$ cat config.mk
export PLATFORM = sky130hd
export DESIGN_NAME = io_led_switch
export DESIGN_NICKNAME = d
export VERILOG_FILES = /design/src/rtl/io_led_switch.sv
export SDC_FILE = /design/constraint.sdc
export NUM_CORES = 1
export LEC_CHECK = 0
export BUFFER_PORTS_ARGS = -buffer_cell sky130_fd_sc_hd__buf_2
export CAP_MARGIN = 0
export CORE_MARGIN = 2
export CORE_UTILIZATION = 51
export CTS_BUF_LIST = sky130_fd_sc_hd__clkbuf_16
export DETAILED_ROUTE_END_ITERATION = 6
export PLACE_DENSITY = 0.75
export SLEW_MARGIN = 15
export SYNTH_ARGS = -nofsm -noshare
export SYNTH_HDL_FRONTEND = slang
export SYNTH_SLANG_ARGS = --single-unit
$ cat constraint.sdc
create_clock -name clock -period 2.1 [get_ports clock]
set_clock_uncertainty 0.2 [all_clocks]
set_input_delay 0.21 -clock clock [delete_from_list [all_inputs] [get_ports clock]]
set_output_delay 0.21 -clock clock [all_outputs]
set_load 0.005 [all_outputs]
$ cat src/rtl/io_led_switch.sv
// LED output register and debounced switch input port for the memory/IO mux.
// LEDs are written at 0x60/0x62; debounced switches and a sticky changed flag are read at 0x70/0x72/0x74.
module io_led_switch #(
    parameter int unsigned TICK_DIV = 20000
) (
    input  logic        clock,
    input  logic        reset,
    input  logic        LEDCtrl,
    input  logic        SwitchCtrl,
    input  logic [7:0]  io_addr,
    input  logic [15:0] io_wdata,
    input  logic [23:0] switch_i,
    output logic [23:0] led_o,
    output logic [15:0] io_rdata
);

    localparam int unsigned SW_W  = 24;
    localparam int unsigned CNT_W = (TICK_DIV > 2) ? $clog2(TICK_DIV) : 1;

    localparam logic [7:0] ADDR_LED_LO = 8'h60;
    localparam logic [7:0] ADDR_LED_HI = 8'h62;
    localparam logic [7:0] ADDR_SW_LO  = 8'h70;
    localparam logic [7:0] ADDR_SW_HI  = 8'h72;
    localparam logic [7:0] ADDR_SW_CHG = 8'h74;

    localparam logic [CNT_W-1:0] CNT_LAST = CNT_W'(TICK_DIV - 1);

    logic [SW_W-1:0]  sync_a;
    logic [SW_W-1:0]  sync_b;
    logic [SW_W-1:0]  hist_new;
    logic [SW_W-1:0]  hist_mid;
    logic [SW_W-1:0]  debounced;
    logic [SW_W-1:0]  deb_next;
    logic [SW_W-1:0]  all_one;
    logic [SW_W-1:0]  all_zero;
    logic [CNT_W-1:0] tick_cnt;
    logic             tick;
    logic             changed;
    logic             chg_set;
    logic             chg_clr;

    assign tick = (tick_cnt == CNT_LAST);

    // The sample being shifted in plus the two stored ones form the 3-deep window.
    always_comb begin
        all_one  = sync_b & hist_new & hist_mid;
        all_zero = ~(sync_b | hist_new | hist_mid);
        deb_next = (debounced | all_one) & ~all_zero;
        chg_set  = tick && (deb_next != debounced);
        chg_clr  = SwitchCtrl && (io_addr == ADDR_SW_CHG);
    end

    always_ff @(posedge clock) begin
        if (reset) begin
            sync_a   <= '0;
            sync_b   <= '0;
            tick_cnt <= '0;
        end else begin
            sync_a   <= switch_i;
            sync_b   <= sync_a;
            tick_cnt <= tick ? '0 : tick_cnt + CNT_W'(1);
        end
    end

    always_ff @(posedge clock) begin
        if (reset) begin
            hist_new  <= '0;
            hist_mid  <= '0;
            debounced <= '0;
        end else if (tick) begin
            hist_new  <= sync_b;
            hist_mid  <= hist_new;
            debounced <= deb_next;
        end
    end

    // Set wins over a read-to-clear on the same edge.
    always_ff @(posedge clock) begin
        if (reset) begin
            changed <= 1'b0;
        end else if (chg_set) begin
            changed <= 1'b1;
        end else if (chg_clr) begin
            changed <= 1'b0;
        end
    end

    always_ff @(posedge clock) begin
        if (reset) begin
            led_o <= '0;
        end else if (LEDCtrl) begin
            if (io_addr == ADDR_LED_LO) begin
                led_o[15:0] <= io_wdata;
            end
            if (io_addr == ADDR_LED_HI) begin
                led_o[23:16] <= io_wdata[7:0];
            end
        end
    end

    always_comb begin
        io_rdata = 16'h0000;
        if (SwitchCtrl) begin
            case (io_addr)
                ADDR_SW_LO:  io_rdata = debounced[15:0];
                ADDR_SW_HI:  io_rdata = {8'h00, debounced[23:16]};
                ADDR_SW_CHG: io_rdata = {15'b0, changed};
                default:     io_rdata = 16'h0000;
            endcase
        end
    end

endmodule

**Word level (Yosys, flattened, before mapping)**

Index checks and enable logic that the tools add are counted.

- Equality and inequality tests: 7
- Mux-type cells: 4
- Multiply operators: 0
- Reduce and logical (&&, ||, !) cells: 6
- Add/sub/neg operators: 1
- Div/mod/pow operators: 0
- Order comparisons: 0
- Shift operators: 0
- Bitwise logic cells: 8

Operators by type and width:

| cell | number |
|---|---|
| 24-bit AND | 3 |
| 24-bit bitwise OR | 3 |
| 24-bit NOT | 2 |
| 16-bit case mux with 3 select lines | 1 |
| 8-bit by 7-bit == test with 1-bit output (second input constant) | 5 |
| 24-bit inequality test | 1 |
| 16-bit 2-to-1 mux | 1 |
| 15-bit by 1-bit adder with 15-bit output (second input constant) | 1 |
| 15-bit == test (second input constant) | 1 |
| 2-bit AND reduction | 2 |
| 1-bit logical AND | 2 |
| 1-bit 2-to-1 mux | 2 |
| 2-bit nonzero test | 1 |
| 2-bit OR reduction | 1 |

- Bits in read-only memories: 0
- Input bits: 52
- Latch bits: 0
- Memories: 0
- Memory bits (writable): 0
- Register bits: 160

**Logic depth before layout (Yosys ltp)**

- Depth after elaboration: 8
- Mapped depth: 7
- Gate-level depth less buffers: 5

**Least setup slack after synthesis**

No wires, ideal clock.

- Kind: register to register
- From: reg tick_cnt[6]
- To: reg debounced[5]
- Path buffers: 2
- Library setup time: 134 ps
- Cell stages (with the launch flop): 7
- Data arrival time: 1,961 ps
- Slack: -195 ps
- Cell sequence: dfxtp_1 -> or4_4 -> or4_4 -> buf_6 -> buf_2 -> nor4_1 -> nor4_1

- Longest elaborated chain between the ends: 1

Ends and longest elaborated chain:

| element | RTL line | RTL |
|---|---|---|
| from (decl) | 36 | `logic [CNT_W-1:0] tick_cnt;` |
| from (signal assigned) | 61 | `tick_cnt <= tick ? '0 : tick_cnt + CNT_W'(1);` |
| 15-bit == test | 42 | `assign tick = (tick_cnt == CNT_LAST);` |
| to (signal assigned) | 73 | `debounced <= deb_next;` |
| to (decl) | 32 | `logic [SW_W-1:0] debounced;` |

Every way passes these cells.
A chain may end at the register's enable or synchronous reset.

**Final worst setup path**

- From: reg tick_cnt[12]
- To: reg debounced[5]

The elaborated chain is that of the path after synthesis.

==> flow_summary_export.csv <==
group,metric,value,unit
sta,slew_viol_final,0,
setup_path,crit_buf_inv,1,
die,core,12100,um^2
clocking,htree_levels,4,
finish,layout.nets,910,
placement,port_buffers,91,
drt,drt_iter0_drc,505,
drt,drc,0,
die,die_x,115,um
die,die_h,115,um
finish,diodes,0,
placement,globalplace.congestion,0.900,
setup_path,cpMostUsedCell,"or4_4",
logic_synthesis,ys_types,42,
logic_synthesis,synthesis.nets,744,
grt,antenna_found_initial,0,
sta,rsz0062_at_grt,"yes",
logic_synthesis,synth.top_cells.by_area,"dfxtp_1 (51%), nand2_1 (6.0%), nor2b_1 (5.5%)",
die,initial_core_util,52.3,%
logic_synthesis,synth_top_area_share,50.8,%
die,rows,40,
power_and_ir_drop,p_leak,0.00327,uW
clocking,path_clk_slew,70,ps
logic_synthesis,netlist_area,6310,um^2
grt,grt_max_degree,56,
clocking,clock_latency,430,ps
sta,post-route-period-util,109,%
logic_synthesis,synthCells,691,
sta,slew_headroom,66.0,%
grt,gr-total-overflow,0,
sta,finalSetupViolations,60,
job,drv_cap,0,
setup_path,required,2210,ps
die,dieArea,13300,um^2
clocking,cts.path.max_buffers,2,
setup_path,slowest_stage,"or4_4",
grt,grt_pass1_wl,26000,um
die,ios,92,
logic_synthesis,synth-seq-cells,160,
setup_path,path_cells,"or4_4, or4_4, buf_12, nor4_2, nor4_1",
placement,dp_hpwl,10200,um
placement,dp_cells,947,
drt,first_pass_iters,5,
finish,layout.cells.non_filler,1038,
clocking,cts_root_buffer,"clkbuf_16",
clocking,cts_made_buffers,17,
power_and_ir_drop,power_frac_clock,47.9,%
setup_path,cp_max_fo,42,
run_status,status,"complete, but fails checks",
setup_path,cp-start-kind,"flip-flop",
drt,routed_wl,17300,um
logic_synthesis,async_flop_share,0,%
drt,vias,5944,
drt,ant_nets,0,
hold_path,hold_class,"in -> reg",
power_and_ir_drop,p_sw_share,22.7,%
finish,final_util,72.0,%
setup_path,worst_path_largest_cell_delay,550,ps
clocking,clock_sinks,160,
power_and_ir_drop,p_int,5010,uW
sta,max_freq,437,MHz
sta,worst_pin_slew,503,ps
power_and_ir_drop,pwr-share-comb,3.9,%
logic_synthesis,ys_warn_count,0,
logic_synthesis,synth_edf_count,0,
sta,fin_crit,2290,ps
sta,worst_slack,-186,ps
grt,grt_pass1_vias,5527,
sta,hold_violations,0,
logic_synthesis,synth-main-ff-cell,"dfxtp_1",
drt,viasPerCell,5.73,
finish,drive_gt1_share,25.7,%
setup_path,critPathArrivalTime,2400,ps
setup_path,critPathTopFamily,"simple AND/OR/NAND/NOR gates",
sta,holdWs,91.6,ps
logic_synthesis,syn_avg_cell_area,9.13,um^2
power_and_ir_drop,peakVddDrop,589,uV
drt,wl_per_cell,16.7,um
logic_synthesis,synth_area_leader_cell,"dfxtp_1",
clocking,cts_tree,"done",
logic_synthesis,yosysSeqAreaShare,50.8,%
power_and_ir_drop,power_density,747,nW/um^2
finish,area_growth,37.6,%
power_and_ir_drop,power_switching,1480,uW
setup_path,endpoint_kind,"flip-flop",
setup_path,worstSetupPathType,"reg -> reg",
run_status,violations,"negative setup slack",
power_and_ir_drop,p_seq_share,48.1,%
grt,grt_usage,25.0,%
## metrics by stage
step | cell area [um^2] | TNS (ps) | setup WS [ps] | total power (uW)
after floorplan | 6410 | -1640 | -107 | 3270
final | 8680 | -3160 | -186 | 6490
after CTS | 8430 | -5200 | -131 | 6530
after detailed placement | 7220 | -2000 | -176 | 3370
after global routing | 8680 | -7640 | -230 | 6680
after global placement | 7220 | -661 | -80.7 | 3360
## routing by layer
layer	vias to the layer above	routed length, um	global-route usage (%)
met3	62	1340	6.11
met5	-	0	0
met4	0	690	11.5
li1	2827	-	-
met2	264	8450	41.9
met1	2791	6870	30.3
## tightest hold or removal path, stage by stage
cell     delay [ps]
buf_2           160
nand2_1          80
o31ai_1          90
a41oi_1         150
## placed cells by master, fill, tap and decap left out, types with 4 or more instances in the layout
cell type / instances
a21oi_1: 46
a21oi_2: 6
a22oi_1: 7
a31oi_1: 21
and3_1: 10
and4_1: 4
and4b_1: 8
buf_12: 7
buf_2: 90
buf_4: 25
buf_6: 7
clkbuf_16: 21
dfxtp_1: 159
dlygate4sd3_1: 45
mux2i_1: 25
nand2_1: 92
nand2_2: 9
nand3_1: 4
nand4_1: 11
nand4b_1: 16
nor2_1: 60
nor2b_1: 55
nor3_1: 4
nor4_1: 27
nor4_2: 19
nor4b_1: 14
or4b_2: 8
xor2_1: 9
## power groups by stage
stage,Clock (uW),Sequential (uW),Combinational (uW)
after floorplan,0,3170,92.2
after global placement,0,3180,180
after detailed placement,0,3180,186
after CTS,3160,3120,251
after global routing,3280,3120,276
final,3110,3120,255
## area by class of cell
| class | count | area [um^2] |
|---|---|---|
| Sequential cell | 160 | 3200 |
| Fill cell | 848 | 3380 |
| Tap cell | 168 | 210 |
| Inverter | 2 | 7.51 |
| Clock inverter | 15 | 174 |
| Clock buffer | 17 | 425 |
| Multi-Input combinational cell | 493 | 3160 |
| Timing Repair Buffer | 183 | 1510 |
## path summary, 6_finish.rpt
check / from / to / slack (ps) / depth (start not counted)
min reg2reg: sync_a[21]$_SDFF_PP0_ / sync_b[21]$_SDFF_PP0_ / 240 / 1
min: SwitchCtrl / changed$_SDFFE_PP0P_ / 90 / 4
max: tick_cnt[12]$_SDFF_PP0_ / debounced[5]$_SDFFE_PP0P_ / -190 / 5
max reg2reg: tick_cnt[12]$_SDFF_PP0_ / debounced[5]$_SDFFE_PP0P_ / -190 / 5
## what timing repair did
action	in CTS	in global routing
cloned	2	5
hold buffers	45	0
setup buffers	5	3
endpoints found under the hold margin	53	0
setup endpoints to repair	38	87
resized for setup	20	31
pin swaps	27	24
## registers in the layout, summed over array words and instances, names as in the netlist
| signal | flops |
|---|---|
| changed | 1 |
| hist_new | 24 |
| debounced | 24 |
| hist_mid | 24 |
| tick_cnt | 15 |
| led_o | 24 |
| sync_b | 24 |
| sync_a | 24 |
## synth_stat cells (5+ instances only)
master    instances
dfxtp_1         160
nand2_1         101
nor2_1           62
nor2b_1          55
a21oi_1          52
nor4_1           48
clkbuf_1         28
mux2i_1          25
a31oi_1          21
nand4b_1         16
nor4b_1          14
nand4_1          11
and3_1           10
or4b_2            9
xor2_1            9
and4b_1           8
a22oi_1           7
buf_2             5
## kinds of logic after synthesis
group,after synthesis,share of synthesized area [%]
simple gates,363,32.3
flops,160,50.8
compound gates,93,8.66
buf+inv,38,2.60
mux,25,3.97
xor+xnor,11,1.53
fa+ha+maj,1,0.198
Power figures use the tool's default switching activity.
